## src/rtl/traffic_pkg.sv

```systemverilog
// Shared lamp encodings and phase enumeration for the N-approach traffic controller.
package traffic_pkg;

  localparam logic [2:0] GREEN_L  = 3'b001;
  localparam logic [2:0] YELLOW_L = 3'b010;
  localparam logic [2:0] RED_L    = 3'b100;

  typedef enum logic [1:0] {
    PH_GREEN  = 2'b00,
    PH_YELLOW = 2'b01,
    PH_ALLRED = 2'b10,
    PH_WALK   = 2'b11
  } phase_e;

endpackage

```

## src/rtl/traffic_tick_gen.sv

```systemverilog
// Free-running TICK_DIV prescaler; tick_c is high for the last cycle of each period.
module traffic_tick_gen #(
  parameter int unsigned TICK_DIV = 100_000_000
) (
  input  logic clk,
  input  logic rst,
  output logic tick_c
);

  localparam int unsigned PW = (TICK_DIV > 1) ? $clog2(TICK_DIV) : 1;

  logic [PW-1:0] pre_q;

  assign tick_c = (pre_q == PW'(TICK_DIV - 1));

  always_ff @(posedge clk) begin
    if (rst) begin
      pre_q <= '0;
    end else if (tick_c) begin
      pre_q <= '0;
    end else begin
      pre_q <= pre_q + PW'(1);
    end
  end

endmodule

```

## src/rtl/traffic_nway.sv

```systemverilog
// Demand-actuated N-approach traffic controller (GREEN -> YELLOW -> ALLRED, round-robin).
// Optional pedestrian WALK phase enabled by defining TRAFFIC_PED_EN.
module traffic_nway
  import traffic_pkg::*;
#(
  parameter int unsigned NUM_DIR      = 4,
  parameter int unsigned TICK_DIV     = 100_000_000,
  parameter int unsigned CNT_W        = 8,
  parameter int unsigned GREEN_MIN    = 5,
  parameter int unsigned GREEN_MAX    = 15,
  parameter int unsigned YELLOW_TICKS = 2,
  parameter int unsigned ALLRED_TICKS = 1,
  parameter int unsigned WALK_TICKS   = 4,
  localparam int unsigned DIR_W       = (NUM_DIR > 1) ? $clog2(NUM_DIR) : 1
) (
  input  logic                   clk,
  input  logic                   rst,
  input  logic [NUM_DIR-1:0]     car_present,
`ifdef TRAFFIC_PED_EN
  input  logic                   ped_req,
  output logic                   ped_walk,
`endif
  output logic [3*NUM_DIR-1:0]   lights,
  output logic [DIR_W-1:0]       active_dir,
  output logic [1:0]             phase
);

  phase_e             phase_q, phase_d;
  logic [DIR_W-1:0]   dir_q, dir_d;
  logic [CNT_W-1:0]   cnt_q, cnt_d;
  logic               tick;
  logic               ped_pending;
  logic               other_demand;

  traffic_tick_gen #(.TICK_DIV(TICK_DIV)) u_tick (
    .clk    (clk),
    .rst    (rst),
    .tick_c (tick)
  );

  // Nearest requesting direction after cur, wrapping; cur itself if nobody asks.
  function automatic logic [DIR_W-1:0] next_dir(input logic [DIR_W-1:0] cur,
                                                input logic [NUM_DIR-1:0] req);
    logic [DIR_W-1:0] sel;
    int unsigned      idx;
    sel = cur;
    for (int k = int'(NUM_DIR) - 1; k >= 1; k--) begin
      idx = (int'(cur) + k) % NUM_DIR;
      if (req[DIR_W'(idx)]) sel = DIR_W'(idx);
    end
    return sel;
  endfunction

  always_comb begin
    other_demand = ped_pending;
    for (int i = 0; i < int'(NUM_DIR); i++) begin
      if (DIR_W'(i) != dir_q && car_present[i]) other_demand = 1'b1;
    end
  end

  always_ff @(posedge clk) begin
    if (rst) begin
      phase_q <= PH_GREEN;
      dir_q   <= '0;
      cnt_q   <= '0;
    end else begin
      phase_q <= phase_d;
      dir_q   <= dir_d;
      cnt_q   <= cnt_d;
    end
  end

  always_comb begin
    phase_d = phase_q;
    dir_d   = dir_q;
    cnt_d   = cnt_q;
    if (tick) begin
      case (phase_q)
        PH_GREEN: begin
          if (cnt_q >= CNT_W'(GREEN_MIN - 1) && other_demand &&
              (!car_present[dir_q] || cnt_q == CNT_W'(GREEN_MAX - 1))) begin
            phase_d = PH_YELLOW;
            cnt_d   = '0;
          end else if (cnt_q != CNT_W'(GREEN_MAX - 1)) begin
            cnt_d = cnt_q + CNT_W'(1);
          end
        end
        PH_YELLOW: begin
          if (cnt_q == CNT_W'(YELLOW_TICKS - 1)) begin
            phase_d = PH_ALLRED;
            cnt_d   = '0;
          end else begin
            cnt_d = cnt_q + CNT_W'(1);
          end
        end
        PH_ALLRED: begin
          if (cnt_q == CNT_W'(ALLRED_TICKS - 1)) begin
            cnt_d = '0;
            if (ped_pending) begin
              phase_d = PH_WALK;
            end else begin
              phase_d = PH_GREEN;
              dir_d   = next_dir(dir_q, car_present);
            end
          end else begin
            cnt_d = cnt_q + CNT_W'(1);
          end
        end
        PH_WALK: begin
          if (cnt_q == CNT_W'(WALK_TICKS - 1)) begin
            phase_d = PH_GREEN;
            dir_d   = next_dir(dir_q, car_present);
            cnt_d   = '0;
          end else begin
            cnt_d = cnt_q + CNT_W'(1);
          end
        end
        default: ;
      endcase
    end
  end

`ifdef TRAFFIC_PED_EN
  logic ped_clr_c;

  // Entering WALK consumes the request; a request in that same cycle is dropped.
  assign ped_clr_c = (phase_d == PH_WALK) && (phase_q != PH_WALK);

  always_ff @(posedge clk) begin
    if (rst) begin
      ped_pending <= 1'b0;
    end else if (ped_clr_c) begin
      ped_pending <= 1'b0;
    end else if (ped_req) begin
      ped_pending <= 1'b1;
    end
  end

  assign ped_walk = (phase_q == PH_WALK);
`else
  assign ped_pending = 1'b0;
`endif

  always_comb begin
    for (int i = 0; i < int'(NUM_DIR); i++) begin
      lights[3*i +: 3] = RED_L;
      if (DIR_W'(i) == dir_q) begin
        if (phase_q == PH_GREEN)  lights[3*i +: 3] = GREEN_L;
        if (phase_q == PH_YELLOW) lights[3*i +: 3] = YELLOW_L;
      end
    end
  end

  assign active_dir = dir_q;
  assign phase      = phase_q;

endmodule
```

## config.mk

```make
export PLATFORM = sky130hd
export DESIGN_NAME = traffic_nway
export DESIGN_NICKNAME = d
export VERILOG_FILES = /design/src/rtl/traffic_pkg.sv /design/src/rtl/traffic_tick_gen.sv /design/src/rtl/traffic_nway.sv
export SDC_FILE = /design/constraint.sdc
export NUM_CORES = 1
export LEC_CHECK = 0
export BUFFER_PORTS_ARGS = -buffer_cell sky130_fd_sc_hd__buf_2
export CORE_UTILIZATION = 45
export CTS_CLUSTER_DIAMETER = 120
export DETAILED_ROUTE_END_ITERATION = 12
export GPL_ROUTABILITY_DRIVEN = 0
export PLACE_DENSITY_LB_ADDON = 0.25
export SYNTH_ARGS = -nofsm -noshare
export SYNTH_HDL_FRONTEND = slang
export SYNTH_SLANG_ARGS = --single-unit
```

## constraint.sdc

```tcl
create_clock -name clk -period 2.12 [get_ports clk]
set_clock_uncertainty 0.1 [all_clocks]
set_input_delay 0.318 -clock clk [delete_from_list [all_inputs] [get_ports clk]]
set_output_delay 0.318 -clock clk [all_outputs]
set_load 0.03 [all_outputs]
```

# Word-level counts from Yosys, hierarchy flattened
# Index checks and enable logic that the tools add are counted.
# word_totals
ff_bits	39
inputBits	6
output_inout_bits	16
wordCells	85
# classes
addsub	5
order_cmp	5
eq_ne	19
muxes	35
n_reduce_logical	17
# op_table
op	count
8-bit two-way mux	5
8-bit one-hot mux with 4 select lines	1
27-bit by 1-bit adder with 27-bit output, second input constant	1
27-bit == test, second input constant	1
2-bit two-way mux	9
3-bit two-way mux	6
2-bit by 3-bit less-than comparator with 1-bit output, second input constant	4
8-bit by 1-bit adder with 8-bit output, second input constant	1
1-bit binary-select mux with 2-bit select	4
8-bit by 1-bit == test with 1-bit output, second input constant	1
8-bit by 2-bit == test with 1-bit output, second input constant	1
8-bit by 4-bit == test with 1-bit output, second input constant	1
8-bit by 3-bit >= comparator with 1-bit output, second input constant	1
8-bit zero test	1
1-bit two-way mux	8
2-bit inequality test, second input constant	4
8-bit by 4-bit inequality test with 1-bit output, second input constant	1
2-bit one-hot mux with 4 select lines	1
1-bit logical AND	6
5-bit AND reduction	1
2-bit adder, second input constant	2
2-bit == test, first input constant	2
2-bit == test, second input constant	2
2-bit zero test	2
13 further kinds	15

# Logic depth before layout (Yosys ltp)
# Gate-level depths: netlist of the first run.
# logic_depth
word_depth	10
ltp_mapped	9
ltp_nobuf	8

# Modules after synthesis
# Synthesis of the first run repeated with hierarchy kept, for this count alone.
# hier_totals
cells_unflattened	283
hier_area_um2	2317.2
# by_module_without_submodules
mod	instances	cells_per_inst	area_per_inst_um2	seq_area_each_um2
traffic_tick_gen	1	161	1333.8	540.5
traffic_nway	1	122	983.4	240.2

# Worst setup path before layout of the first run
# Ideal clock, no wire load.
# synth_path
path_type	register to register
start	register dir_q[0], in the netlist active_dir[0]
end	register cnt_q[7]
setup_time_ps	71
arrival_ps	2190
required_time_ps	1949
slack_ps	-240
stages_incl_launch_ff	10
path_buffers	1
period_less_slack_ps	2360
path_cell_list	dfxtp_1 -> buf_2 -> inv_1 -> ha_1 -> nand2b_1 -> o2111ai_1 -> a21o_1 -> nand4_1 -> or3_1 -> a21oi_1
# synth_via
elab_chain_cells	10
word_cells_on_any_way	22
classes_between	eq/ne: 4; mux: 8; reduce/logical: 10
# synth_lines
element	line_no	source
start, declared	traffic_nway.sv:29	logic [DIR_W-1:0] dir_q, dir_d;
start signal, assigned	traffic_nway.sv:68	dir_q <= dir_d;
2-bit nonzero test	traffic_nway.sv:57	if (DIR_W'(i) != dir_q && car_present[i]) other_demand = 1'b1;
1-bit logical AND	traffic_nway.sv:57	
1-bit two-way mux (4 in series)	traffic_nway.sv:57	
1-bit logical AND	traffic_nway.sv:80	if (cnt_q >= CNT_W'(GREEN_MIN - 1) && other_demand &&
1-bit logical AND (*)	traffic_nway.sv:80	
8-bit two-way mux or 3-bit inequality test (tied branches)	--	
8-bit one-hot mux with 4 select lines or 2-bit AND reduction (tied branches)	--	
end signal, assigned	traffic_nway.sv:69	cnt_q <= cnt_d;
end, declared	traffic_nway.sv:30	logic [CNT_W-1:0] cnt_q, cnt_d;
# Mark *: on every way between the ends. The rest lies on a longest branch, timed or not. The select of a mux whose other input is x is not followed.
# A chain may end at the register's enable or synchronous reset.

# Worst setup path in the final report of the first run
# layout_path
start	register cnt_q[7]
end	register cnt_q[2]
# layout_via
elab_chain_cells	5
word_cells_on_any_way	16
classes_between	order compare: 1; eq/ne: 5; mux: 5; reduce/logical: 5
# layout_lines
element	line_no
8-bit by 3-bit >= comparator with 1-bit output or 8-bit by 4-bit == test with 1-bit output (tied branches)	traffic_nway.sv:80, traffic_nway.sv:81
1-bit logical AND or 1-bit logical OR (tied branches)	traffic_nway.sv:80, traffic_nway.sv:81
1-bit logical AND	traffic_nway.sv:80
8-bit two-way mux or 3-bit inequality test (tied branches)	--
8-bit one-hot mux with 4 select lines or 2-bit AND reduction (tied branches)	--
# Several ways; a longest one is shown, not always the timed one.

==> results by stage, run 1 <==
Status:
- The flow ran to the end, but the final reports show violations.
- The checks that failed: setup timing.

STA:
- The number of endpoints with negative hold slack in the final report was 0.
- Across all setup checks in the final design, the least slack found is -0.02245 ns.
- The transition time of the tightest slew-check pin is 0.4726 ns.
- For this run, the top clock speed supported by timing is 466.8 MHz.
- The max-slew violation count is 0.
- The minimum clock period after layout is between 2 and 2.5 ns.
- Setup repair after global routing could not meet its margin everywhere.
- The max-slew headroom at the worst pin is 0.6849.
- Of the available clock period, the critical path in the final layout requires 1.011.
- The tightest hold margin is 0.1941 ns.
- Setup violations remaining at the end of the flow were counted as 4.

Route:
- In the final routed layout, each cell accounts on average for roughly 13 microns.
- In the final routing, the length of wire on met1 measures 2580 microns.
- The total iterations of the first detailed-routing run is 4.
- The routed via count divided by cell count is 5.270.
- The final routed DRC violation total is 0.
- The uppermost signal routing layer after detailed routing is met4.
- Wire segments on met2 add up to ~2300 microns in the final route.
- For this block, the initial DRC count from the detailed router was 94.
- Summed over all nets, wire length on met3 after detailed routing comes to about 140 microns.
- The count of vias placed by the detailed router is slightly above 2000.
- The number of routed nets with antenna violations is 0.
- Summed over all layers, the routed wires come to 5059 microns.

Pwr:
- The post-layout total power is 1.311 mW.
- The power per cell area is 450.7 nW/um^2.
- The analysis attributes to net switching a power of 286.4 uW.
- The net switching fraction of the power is 0.2184.
- The internal portion of the total power is ~1.0 mW.
- The share of total power in the clock network is 0.381.
- The share of total power in sequential cells is 0.565.
- For this design the static power due to leakage is between 1 and 1.5 nW.
- The worst IR drop on VDD is 374.2 uV.
- The share of total power in combinational logic is 0.054.

Logic synthesis:
- dfxtp_1 takes more of the synthesized area than any other cell.
- The share of synthesized registers carrying an async set or reset is 0.
- Of the total synthesized cell area, the portion taken by full adders, half adders and majority gates is 0.05214.
- The area of the mapped netlist is 2160 sq um.
- Averaged over all synthesized cells, the footprint is 8.180 sq um.
- By area, the combinational part of the netlist is dominated by simple AND/OR/NAND/NOR gates.
- Synthesis produced a netlist with a net count of approximately 280.
- The area fraction in compound gates after synthesis was 0.08922.
- The number of enable flip-flop cells after synthesis is 0.
- The number of different library cells in the post-synthesis netlist is 39.
- The yosys synthesis warning count is 0.
- The most frequently used flop master after synthesis is dfxtp_1.
- The portion of synthesized area spent on multiplexers is 0.02549.
- The simple-gate share of the synthesized area is 0.3227.
- In the post-synthesis netlist, the biggest area contributors are dfxtp_1 36%, nor2_1 8.0%, xor2_1 6.9%, ha_1 5.2%, nand3_1 4.9%.
- The post-synthesis sequential area ratio is 0.3615.
- The area share of the leading cell type in the synthesized netlist is 0.3615.
- The synthesized instance count is 264.
- Of the total synthesized cell area, the portion taken by XOR and XNOR cells is 0.1136.
- In this run, synthesis produced a sequential element count of 39.

Floorplanning:
- The initial cell density of the core is 0.4827.
- In this run the core area contains 24 standard-cell rows.
- The chip height is between 70 and 80 microns.
- 22 I/O pins were placed.
- The die covers just over 5000 sq um.
- Measured along the x axis, the die boundary spans 71.28 microns.
- The core region is 4474 sq um.

Global route:
- The maximum number of pins on one net before global-route repair is 27.
- For this run the aggregate overflow at the end of global routing stands at 0.
- In the global route stage, overall resource usage came out at 0.1999.
- The number of global-route vias before repair is 1851.
- The first-pass GRT wire length is 8114 microns.
- The initial antenna violation count is 0.

Finish:
- The share of final-layout standard cells stronger than drive strength 1 is 0.3183.
- The core utilization of the finished layout is 0.6502.
- The relative area change from synthesis to final layout is 34.70%.
- In the layout the commonest cells are 46 x nor2_1, 46 x buf_4, 34 x dfxtp_1.
- The net count reported at finish is between 300 and 400.
- The number of antenna diodes in the final layout is 0.

Clock tree:
- Counting the buffers created by CTS gives 5.
- The clock reaches the later pin of the worst-skew pair after 0.29 ns.
- After clock tree synthesis, the clock-pin slew on the worst setup and hold paths is roughly 0.070 ns.
- The maximum clock insertion buffer count is 2.
- The clock sink count is 39.
- The count of H-tree levels built during CTS is 2.
- The TritonCTS clock tree is done.
- The root buffer cell is clkbuf_8.

Critical path:
- The largest single stage delay on the critical path is 0.56 ns.
- The kind of start point of the critical path is a register.
- STA classifies the critical path endpoint as a register.
- The signal on the critical path passes through or4_4 > or4_1 > a21o_1 > buf_4 > nand3_1 > xor2_1 > nor2_1.
- STA puts the critical path data required time at 2.20 ns.
- Data arrives at the worst endpoint at 2.23 ns.
- Among all stages on the critical path, the largest delay is contributed by or4_4.
- The worst setup path is of the register to register kind.
- Along the worst path, the maximum fanout reaches 4.

Flow run:
- Max-cap violations in this run came to 0.

Hold path:
- The path type of the worst min-delay path is input port to register.

Place:
- OpenSTA, run right after detailed placement, puts the worst setup slack at -0.1327 ns.
- The number of port buffers is 21.
- The wire-length estimate of the detail-placed layout is approximately 3500 microns.
final timing paths:
kind              slack, ns  cells after the start      from            end
hold / removal         0.19                      2       rst  active_dir[0]
setup reg to reg      -0.02                      7  cnt_q[7]       cnt_q[2]
setup / recovery      -0.02                      7  cnt_q[7]       cnt_q[2]
hold reg to reg        0.39                      2  cnt_q[7]       cnt_q[7]
metrics by stage:
stage | cells | instance area, sq um | setup TNS (ns)
2_1_floorplan | 264 | 2200 | -0.4902
3_3_place_gp | 373 | 2668 | -1.724
3_5_place_dp | 373 | 2668 | -2.664
4_1_cts | 382 | 2800 | 0
5_1_grt | 385 | 2909 | -0.9094
6_report | 385 | 2909 | -0.05362
final cells by class:
class | count | area (sq um)
inverters | 9 | 33.78
fillers | 373 | 1565
flip-flops and latches | 39 | 789.5
well taps | 52 | 65.06
multi-input cells | 206 | 1404
clock inverters | 1 | 5.005
clock buffers | 6 | 82.58
repair buffers | 72 | 529.3
cell usage after synthesis (2+ instances only):
cell / number
nor2_1: 46
dfxtp_1: 39
nand3_1: 21
xor2_1: 17
nand2_1: 15
o21ai_0: 13
xnor2_1: 11
nand4_1: 10
ha_1: 9
inv_1: 9
and3_1: 8
nand2b_1: 7
a21oi_1: 6
clkbuf_1: 6
nor3_1: 5
or3_1: 5
buf_2: 4
nor4_1: 4
and4_1: 3
or4_1: 3
a31o_2: 2
mux4_2: 2
nor4b_1: 2
o22ai_1: 2
power by group through the flow:
| stage | Clock [mW] | Combinational (mW) | Sequential (mW) |
|---|---|---|---|
| after floorplan | 0 | 0.0294 | 0.760 |
| after global placement | 0 | 0.0611 | 0.759 |
| after detailed placement | 0 | 0.0620 | 0.759 |
| after CTS | 0.515 | 0.0629 | 0.742 |
| after global routing | 0.548 | 0.0777 | 0.741 |
| final | 0.500 | 0.0706 | 0.740 |
worst max-delay path, delay by kind of cell, from the launching register on:
family,cells,cell delay [ns]
xor+xnor,1,0.14
flops,1,0.32
buf+inv,1,0.15
compound gates,1,0.22
simple gates,4,1.12
logic make-up (layout without fill, tap and decap cells):
kind of cell             Yosys count  count (layout)
AO/OA/AOI/OAI                     31              31
XOR/XNOR                          28              28
AND/OR/NAND/NOR                  135             135
adder cells (fa/ha/maj)            9               9
multiplexers                       3               3
buffers and inverters             19              88
flip-flops                        39              39
state kept, by name (all words and copies together) (netlist names):
name          cells
cnt_q             8
u_tick.pre_q     27
active_dir        2
phase             2
layer usage:
metal,track usage,vias up
li1,-,1069
met1,0.2857,937
met2,0.3005,19
met3,0.04360,4
met4,0.06444,0
met5,0,-
repair_timing:
item,4_1_cts,5_1_grt
resized for setup,7,15
gates cloned,0,1
pin swaps,6,10
endpoints found under the setup margin,38,26
buffers inserted,2,2
hold buffers,0,0
Note: power is estimated with default switching activity, not from simulation.
==> run 2: changes to the inputs <==
--- a/config.mk
+++ b/config.mk
@@ -6,7 +6,9 @@
 export NUM_CORES = 1
 export LEC_CHECK = 0
 export BUFFER_PORTS_ARGS = -buffer_cell sky130_fd_sc_hd__buf_2
-export CORE_UTILIZATION = 45
+export CELL_PAD_IN_SITES_DETAIL_PLACEMENT = 0
+export CELL_PAD_IN_SITES_GLOBAL_PLACEMENT = 1
+export CORE_UTILIZATION = 39
 export CTS_CLUSTER_DIAMETER = 120
 export DETAILED_ROUTE_END_ITERATION = 12
 export GPL_ROUTABILITY_DRIVEN = 0
==> run 2 against run 1 <==
Compared with the run above: combinational power rose by 23%; cell count grew 8.8%; count of clock-buffer cells in the layout unchanged; largest power group unchanged; non-clock buffer count rose by 16; setup slack worse by 0.033 ns; the flow still finishes with violations (setup timing); final area up 9.1%; global-route usage is 0.054 points lower.
==> results by stage, run 2 (synthesis results as in run 1) <==
Status:
- Outcome: finished with violations (unchanged).
- Violations in the final reports: setup timing (unchanged).

Critical path:
- The kind of start point of the critical path is a register (unchanged).
- The critical path required time came to 2.25 ns (was 2.20 ns).
- The maximum fanout along the worst path is 7 (was 4).
- The kind of capture point of the worst setup path is a register (unchanged).
- The setup slack on the worst flop-to-flop path is -0.06 ns (was -0.02 ns).
- The data arrival time of the critical path is 2.30 ns (was 2.23 ns).
- The kind of critical path was register to register (unchanged).

Route:
- The final routed DRC violation total came to 0 (unchanged).
- The count of routing violations after the opening detailed-route iteration is 115 (was 94).
- The routed via count divided by cell count is 5.191 (was 5.270).
- The aggregate routed wire length was 5672 microns (was 5059 microns).
- The count of vias placed by the detailed router was 2175 (was 2029).
- The number of routed nets with antenna violations is 0 (unchanged).
- The routed length on met2 was 2668 microns (was 2292 microns).
- The wire length per cell after detailed routing is 13.54 microns (was 13.14 microns).
- The total iterations of the first detailed-routing run came to 4 (unchanged).
- The wire length on met3 is 149 microns (was 141 microns).
- The routed length on met1 is 2786 microns (was 2580 microns).
- The uppermost signal routing layer after detailed routing is met4 (unchanged).

Floorplanning:
- The floorplan die area is 5839 sq um (was 5080 sq um).
- The number of top-level pins is 22 (unchanged).
- The area of the core came to 5205 sq um (was 4474 sq um).
- The die boundary width is 76.42 microns (was 71.28 microns).
- The initial cell density of the core is 0.4149 (was 0.4827).
- The chip height came to 76.42 microns (was 71.28 microns).
- The number of cell rows was 26 (was 24).

Finish:
- The relative area change from synthesis to final layout is 46.99% (was 34.70%).
- Leading cell types in the layout, fill and taps excluded: 60 x buf_4, 46 x nor2_1, 33 x dfxtp_1 (was 46 x nor2_1, 46 x buf_4, 34 x dfxtp_1).
- Top Registers: u_tick.pre_q (27), cnt_q (8) (unchanged).
- The share of final-layout standard cells stronger than drive strength 1 is 0.3926 (was 0.3183).
- The core utilization of the finished layout was 0.6099 (was 0.6502).
- The filler cell count was 475 (was 373).
- The final instance count without filler cells was 419 (was 385).
- The net count reported at finish is 364 (was 348).
- The summed area of non-filler cells in the final layout is 3174 sq um (was 2909 sq um).
- The register bank with the most flops is u_tick.pre_q (unchanged).
- The number of flip-flops in the largest register is 27 (unchanged).
- Leaving out fill and tap cells, the most frequent cell in the layout is buf_4.
- The diode insertion count for antenna repair is 0 (unchanged).

Global route:
- The sum of overflow across all layers after global routing is 0 (unchanged).
- The initial antenna violation count came to 0 (unchanged).
- The first-pass GRT wire length is 9356 microns (was 8114 microns).
- The maximum number of pins on one net before global-route repair is 27 (unchanged).
- The aggregate global-route resource usage was 0.1993 (was 0.1999).
- The number of global-route vias before repair is 2142 (was 1851).

Place:
- The number of port buffers came to 21 (unchanged).
- The number of cells after detailed placement is 404 (was 373).
- The total cell area at the placement stage was 2788 sq um (was 2668 sq um).
- The detailed-placement wirelength estimate is 3807 microns (was 3488 microns).

Pwr:
- The leakage dissipation is 1.290 nW (was 1.182 nW).
- The power per cell area is 423.3 nW/um^2 (was 450.7 nW/um^2).
- The worst IR drop on VDD is 320.8 uV (was 374.2 uV).

Clock tree:
- The TritonCTS clock tree is done (unchanged).
- The root buffer cell is clkbuf_8 (unchanged).
- The clock sink count is 39 (unchanged).
- The maximum clock insertion buffer count is 2 (unchanged).
- The count of H-tree levels built during CTS is 2 (unchanged).
- The clock-pin slew reported for the worst setup and hold paths after clock tree synthesis was 0.07 ns (about the same).
- The number of buffers inserted during clock tree synthesis came to 5 (unchanged).
- The number of buffers inserted by hold repair at cts was 0 (unchanged).
- The clock latency at the later pin of the worst-skew pair is 0.30 ns (was 0.29 ns).

STA:
- The max-slew headroom at the worst pin is 0.7110 (was 0.6849).
- The final setup violation count is 9 (was 4).
- The max-slew violation count came to 0 (unchanged).
- RSZ-0062 raised after global routing: true (unchanged).
- The minimum clock period after layout was 2.176 ns (was 2.142 ns).
- The final worst-path setup slack is -0.05563 ns (was -0.02245 ns).
- The sum of negative setup slack is -0.3782 ns (was -0.05362 ns).
- The highest clock frequency the design can meet is 459.6 MHz (was 466.8 MHz).
- The transition time of the tightest slew-check pin is 0.4295 ns (was 0.4726 ns).
- The final critical-path share of the clock period was 1.026 (was 1.011).
- The number of endpoints with negative hold slack in the final report came to 0 (unchanged).

Hold path:
- The path type of the worst min-delay path is input port to register (unchanged).

Flow run:
- The max-cap violation count is 0 (unchanged).
run 2: cell count changes in the layout (fill, tap and decap cells not counted), moves of 2 or more:
cell	previous run	this run
a21oi_2	0	5
nor3_2	0	3
or3_4	1	4
buf_4	46	60
or3_1	4	1
a21oi_1	6	1
nor3_1	4	2
dfxtp_2	4	6
run 2: repair_timing:
| action | CTS | global route |
|---|---|---|
| cloned | 0 | 2 |
| resized for setup | 16 | 26 |
| endpoints found under the setup margin | 38 | 38 |
| setup buffers | 4 | 2 |
| pin swaps | 10 | 11 |
run 2: critical path: stages (launching register included):
cell and delay (ns):
dfxtp_2 0.35, ha_4 0.14, and3_4 0.19, nand4_1 0.11, or4_4 0.57, nand2b_4 0.21
or3_4 0.33, a21oi_2 0.12
run 2: worst paths after layout:
| check | from | end | cells after the start |
|---|---|---|---|
| max | u_tick.pre_q[0] | cnt_q[4] | 7 |
| min | rst | phase[0] | 2 |
| max reg2reg | u_tick.pre_q[0] | cnt_q[4] | 7 |
| min reg2reg | u_tick.pre_q[15] | u_tick.pre_q[15] | 2 |
run 2: per-layer routing:
| metal | global-route usage | up-vias |
|---|---|---|
| met2 | 0.3189 | 39 |
| met4 | 0.09615 | 0 |
| met1 | 0.2616 | 1027 |
| li1 | - | 1100 |
| met3 | 0.02994 | 9 |
| met5 | 0 | - |
run 2: power by group:
| part | switching, mW | total (mW) | internal, mW |
|---|---|---|---|
| combinational | 0.0455 | 0.0865 | 0.0410 |
| sequential | 0.00416 | 0.742 | 0.738 |
| clock | 0.260 | 0.516 | 0.255 |
| total | 0.310 | 1.34 | 1.03 |
run 2: metrics by stage:
stage / total power [mW] / worst slack [ns] / hold slack, ns
final: 1.344 / -0.05563 / 0.2095
after floorplan: 0.7897 / -0.09133 / 0.2830
after CTS: 1.337 / -0.06343 / 0.1878
after global routing: 1.396 / -0.1336 / 0.2176
after detailed placement: 0.8224 / -0.1995 / 0.4044
after global placement: 0.8204 / -0.1012 / 0.3935
run 2: area by class of cell:
class                      count  area, sq um  area share
multi-input combinational    206         1506      0.4746
sequential                    39        788.3      0.2483
timing repair buffer          88        670.6      0.2113
clock inverter                 1        5.005    0.001577
tap                           70        87.58     0.02759
clock buffer                   6        82.58     0.02602
inverter                       9        33.78     0.01064
==> run 3: changes to the inputs <==
--- a/config.mk
+++ b/config.mk
@@ -8,11 +8,12 @@
 export BUFFER_PORTS_ARGS = -buffer_cell sky130_fd_sc_hd__buf_2
 export CELL_PAD_IN_SITES_DETAIL_PLACEMENT = 0
 export CELL_PAD_IN_SITES_GLOBAL_PLACEMENT = 1
-export CORE_UTILIZATION = 39
+export CORE_UTILIZATION = 40
 export CTS_CLUSTER_DIAMETER = 120
 export DETAILED_ROUTE_END_ITERATION = 12
 export GPL_ROUTABILITY_DRIVEN = 0
 export PLACE_DENSITY_LB_ADDON = 0.25
 export SYNTH_ARGS = -nofsm -noshare
 export SYNTH_HDL_FRONTEND = slang
+export SYNTH_HIERARCHICAL = 1
 export SYNTH_SLANG_ARGS = --single-unit
==> run 3 against run 2 <==
Compared with the run above: the run still ends with setup timing left; count of clock-buffer cells in the layout is 2 higher; die area increased by 4.5%; fmax down 3.6%; synthesized area grew 7.3%; via count is 7.1% higher; sequential share of layout area up 0.11 points; utilization shrank 3.9 points; power increased by 4.2%; critical path type unchanged.
==> results by stage, run 3 <==
Status:
- Outcome: finished with violations (unchanged).
- Violations in the final reports: setup timing (unchanged).

Place:
- The detailed-placement wirelength estimate was 4131 microns (was 3807 microns).
- The number of cells after detailed placement is 415 (was 404).
- The total cell area at the placement stage is 2872 sq um (was 2788 sq um).
- The number of port buffers came to 21 (unchanged).
- The post-placement worst setup slack was -0.1532 ns (was -0.1995 ns).

Critical path:
- Cells along the critical path: or4_4 > or3_4 > and3_4 > or4_4 > a21oi_2 (was ha_4 > and3_4 > nand4_1 > or4_4 > nand2b_4 > or3_4 > a21oi_2).
- The kind of start point of the critical path was a register (unchanged).
- The startpoint of the lowest-slack register-to-register path was cnt_q[5] (was u_tick.pre_q[0]).
- The start point of the critical path is cnt_q[5] (was u_tick.pre_q[0]).
- The cell repeated most along the worst path is or4_4.
- The maximum fanout along the worst path came to 4 (was 7).
- The delay of the slowest cell on the worst path is 0.55 ns (was 0.57 ns).
- The setup slack on the worst flop-to-flop path was -0.14 ns (was -0.06 ns).
- The critical path capture point is phase[1] (was cnt_q[4]).
- The kind of critical path is register to register (unchanged).
- The critical path required time is 2.25 ns (about the same).
- The endpoint of the worst-slack reg-to-reg timing path is phase[1] (was cnt_q[4]).
- The data arrival time of the critical path is 2.38 ns (was 2.30 ns).
- The kind of capture point of the worst setup path is a register (unchanged).
- The worst reg2reg path depth is 5 (was 7).
- The slowest library cell on the worst path is or4_4 (unchanged).

Logic synthesis:
- The synthesized net count came to 298 (was 279).
- The per-instance average area after synthesis was 8.188 sq um (was 8.180 sq um).
- Top area cells in the synthesized netlist: dfxtp_1 34%, nor2_1 5.8%, ha_1 4.9%, a21oi_1 4.1%, o21ai_0 3.0% (was dfxtp_1 36%, nor2_1 8.0%, xor2_1 6.9%, ha_1 5.2%, nand3_1 4.9%).
- The number of enable flip-flop cells after synthesis is 0 (unchanged).
- The area share of the leading cell type in the synthesized netlist is 0.3369 (was 0.3615).
- The yosys synthesis warning count is 6 (was 0).
- The area of the mapped netlist came to 2317 sq um (was 2160 sq um).
- The number of different library cells in the post-synthesis netlist is 48 (was 39).
- The post-synthesis sequential area ratio is 0.3369 (was 0.3615).
- The synthesized instance count is 283 (was 264).
- The most area-hungry cell type in the Yosys netlist was dfxtp_1 (unchanged).
- The register bit total from synthesis came to 39 (unchanged).
- The share of synthesized registers carrying an async set or reset is 0 (unchanged).
- The most frequently used flop master after synthesis was dfxtp_1 (unchanged).
- The dominant cell by count in the synthesized netlist is dfxtp_1 (was nor2_1).
- Cell types with the highest counts after synthesis: 39 x dfxtp_1, 36 x nor2_1, 19 x a21oi_1 (was 46 x nor2_1, 39 x dfxtp_1, 21 x nand3_1).

STA:
- The final setup violation count is 10 (was 9).
- The highest clock frequency the design can meet is 443.3 MHz (was 459.6 MHz).
- The final worst-path setup slack is -0.1359 ns (was -0.05563 ns).
- The final critical-path share of the clock period is 1.064 (was 1.026).
- RSZ-0062 raised after global routing: true (unchanged).
- The transition time of the tightest slew-check pin is 0.4340 ns (was 0.4295 ns).
- The max-slew violation count is 0 (unchanged).
- The sum of negative setup slack is -0.7530 ns (was -0.3782 ns).
- The minimum clock period after layout was 2.256 ns (was 2.176 ns).
- The number of endpoints with negative hold slack in the final report came to 0 (unchanged).
- The max-slew headroom at the worst pin is 0.7080 (was 0.7110).

Pwr:
- The share of total power in combinational logic came to 0.065 (was 0.064).
- The worst IR drop on VDD is 245.4 uV (was 320.8 uV).
- The power per cell area was 442.8 nW/um^2 (was 423.3 nW/um^2).
- The internal power component is 1.079 mW (was 1.034 mW).
- The net switching fraction of the power is 0.2291 (was 0.2305).
- The switching power of the nets is 320.6 uW (was 309.8 uW).
- The share of total power in the clock network came to 0.402 (was 0.384).
- The post-layout total power was 1.400 mW (was 1.344 mW).
- The share of total power in sequential cells is 0.533 (was 0.552).
- The leakage dissipation is 1.218 nW (was 1.290 nW).

Clock tree:
- The number of buffers inserted during clock tree synthesis is 5 (unchanged).
- The root buffer cell is clkbuf_8 (unchanged).
- The TritonCTS clock tree is done (unchanged).
- The clock sink count came to 39 (unchanged).
- The maximum clock insertion buffer count is 2 (unchanged).
- The count of H-tree levels built during CTS is 2 (unchanged).
- The clock-pin slew reported for the worst setup and hold paths after clock tree synthesis is 0.08 ns (was 0.07 ns).
- The clock latency at the later pin of the worst-skew pair was 0.29 ns (was 0.30 ns).

Finish:
- The summed area of non-filler cells in the final layout is 3161 sq um (was 3174 sq um).
- Leading cell types in the layout, fill and taps excluded: 47 x buf_4, 36 x nor2_1, 33 x dfxtp_1 (was 60 x buf_4, 46 x nor2_1, 33 x dfxtp_1).
- The register cell area after layout is 788.3 sq um (unchanged).
- The final instance count without filler cells is 427 (was 419).
- The net count reported at finish came to 369 (was 364).
- The share of final-layout standard cells stronger than drive strength 1 is 0.3465 (was 0.3926).
- Top Registers: u_tick/pre_q (27), cnt_q (8) (was u_tick.pre_q (27), cnt_q (8)).
- The leading cell type in the layout, fill and taps excluded was buf_4 (unchanged).
- The number of flip-flops in the largest register is 27 (unchanged).
- The relative area change from synthesis to final layout is 36.39% (was 46.99%).
- The diode insertion count for antenna repair is 0 (unchanged).
- The filler cell count is 525 (was 475).
- The area of the multi-input gates was 1608 sq um (was 1506 sq um).
- The register bank with the most flops is u_tick/pre_q (was u_tick.pre_q).

Route:
- The wire length per cell after detailed routing is 13.22 microns (was 13.54 microns).
- The total iterations of the first detailed-routing run came to 4 (unchanged).
- The number of routed nets with antenna violations is 0 (unchanged).
- The count of routing violations after the opening detailed-route iteration is 66 (was 115).
- The final routed DRC violation total is 0 (unchanged).
- The aggregate routed wire length is 5643 microns (was 5672 microns).
- The routed via count divided by cell count is 5.454 (was 5.191).
- The count of vias placed by the detailed router is 2329 (was 2175).

Global route:
- The aggregate global-route resource usage is 0.1949 (was 0.1993).
- The most utilized layer in the global route result was met2 (unchanged).
- The number of global-route vias before repair is 2186 (was 2142).
- The first-pass GRT wire length is 9549 microns (was 9356 microns).
- The maximum number of pins on one net before global-route repair came to 20 (was 27).
- The sum of overflow across all layers after global routing is 0 (unchanged).
- The met1 usage in global routing came to 0.2319 (was 0.2616).
- The met2 track demand over resource in global routing is 0.3509 (was 0.3189).
- The initial antenna violation count is 0 (unchanged).
- The met3 usage in global routing is 0.02907 (was 0.02994).

Flow run:
- The max-cap violation count was 0 (unchanged).

Floorplanning:
- The chip height is 78.11 microns (was 76.42 microns).
- The number of top-level pins is 22 (unchanged).
- The area of the core came to 5540 sq um (was 5205 sq um).
- The floorplan die area is 6101 sq um (was 5839 sq um).
- The die boundary width was 78.11 microns (was 76.42 microns).
- The number of cell rows is 27 (was 26).
- The initial cell density of the core was 0.4182 (was 0.4149).

Hold path:
- The path type of the worst min-delay path is input port to register (unchanged).
- The number of cells on the worst hold path is 2 (unchanged).
==> run 3: stage by stage <==
| step | hold WS (ns) | util |
|---|---|---|
| 6_report | 0.3155 | 0.5705 |
| 5_1_grt | 0.3323 | 0.5705 |
| 4_1_cts | 0.3149 | 0.5454 |
| 3_5_place_dp | 0.3727 | 0.5183 |
| 3_3_place_gp | 0.3716 | 0.5183 |
| 2_1_floorplan | 0.2830 | - |
==> run 3: repair_timing <==
action | 4_1_cts | 5_1_grt
hold buffers | 0 | 0
endpoints found under the setup margin | 15 | 15
setup buffers | 1 | 3
pin swaps | 6 | 8
gates resized for setup | 8 | 26
==> run 3: power by group through the flow <==
stage / Clock [mW] / Combinational, mW / Sequential, mW
4_1_cts: 0.580 / 0.0857 / 0.746
2_1_floorplan: 0 / 0.0425 / 0.767
6_report: 0.562 / 0.0908 / 0.747
3_5_place_dp: 0 / 0.0855 / 0.764
3_3_place_gp: 0 / 0.0839 / 0.764
5_1_grt: 0.609 / 0.101 / 0.749
==> run 3: routing by layer <==
layer / vias up / share of wire
met5: - / 0
met4: 0 / 0.0050
met3: 4 / 0.033
met2: 37 / 0.49
met1: 1094 / 0.47
li1: 1194 / -
==> run 3: cell type report <==
type | instances | area share
clock buffers | 8 | 0.03167
inverters | 13 | 0.01544
multi-input cells | 221 | 0.5087
flip-flops and latches | 39 | 0.2494
well taps | 72 | 0.02850
repair buffers | 74 | 0.1663
==> run 3: worst min-delay path by stage <==
stage | end | startpoint
after floorplan | active_dir[0] | rst
after global placement | u_tick/pre_q[26] | u_tick/pre_q[26]
after detailed placement | u_tick/pre_q[26] | u_tick/pre_q[26]
after CTS | active_dir[0] | rst
after global routing | u_tick/pre_q[4] | rst
final | active_dir[0] | rst
==> run 3: kinds of logic after synthesis <==
kind of cell / Yosys count / share of synthesized area
AOI/OAI and AO/OA: 57 / 0.1615
xor gates and xnor gates: 14 / 0.05292
buffers and inverters: 23 / 0.03834
muxes: 5 / 0.03780
DFF: 39 / 0.3369
adders and majority gates: 9 / 0.04860
and+or+nand+nor: 136 / 0.3240
==> run 3: worst max-delay path: cells and delay by family, from the launching register on <==
kind | cells | cell delay, ns
AOI/OAI and AO/OA | 1 | 0.13
DFF | 1 | 0.33
and+or+nand+nor | 4 | 1.65
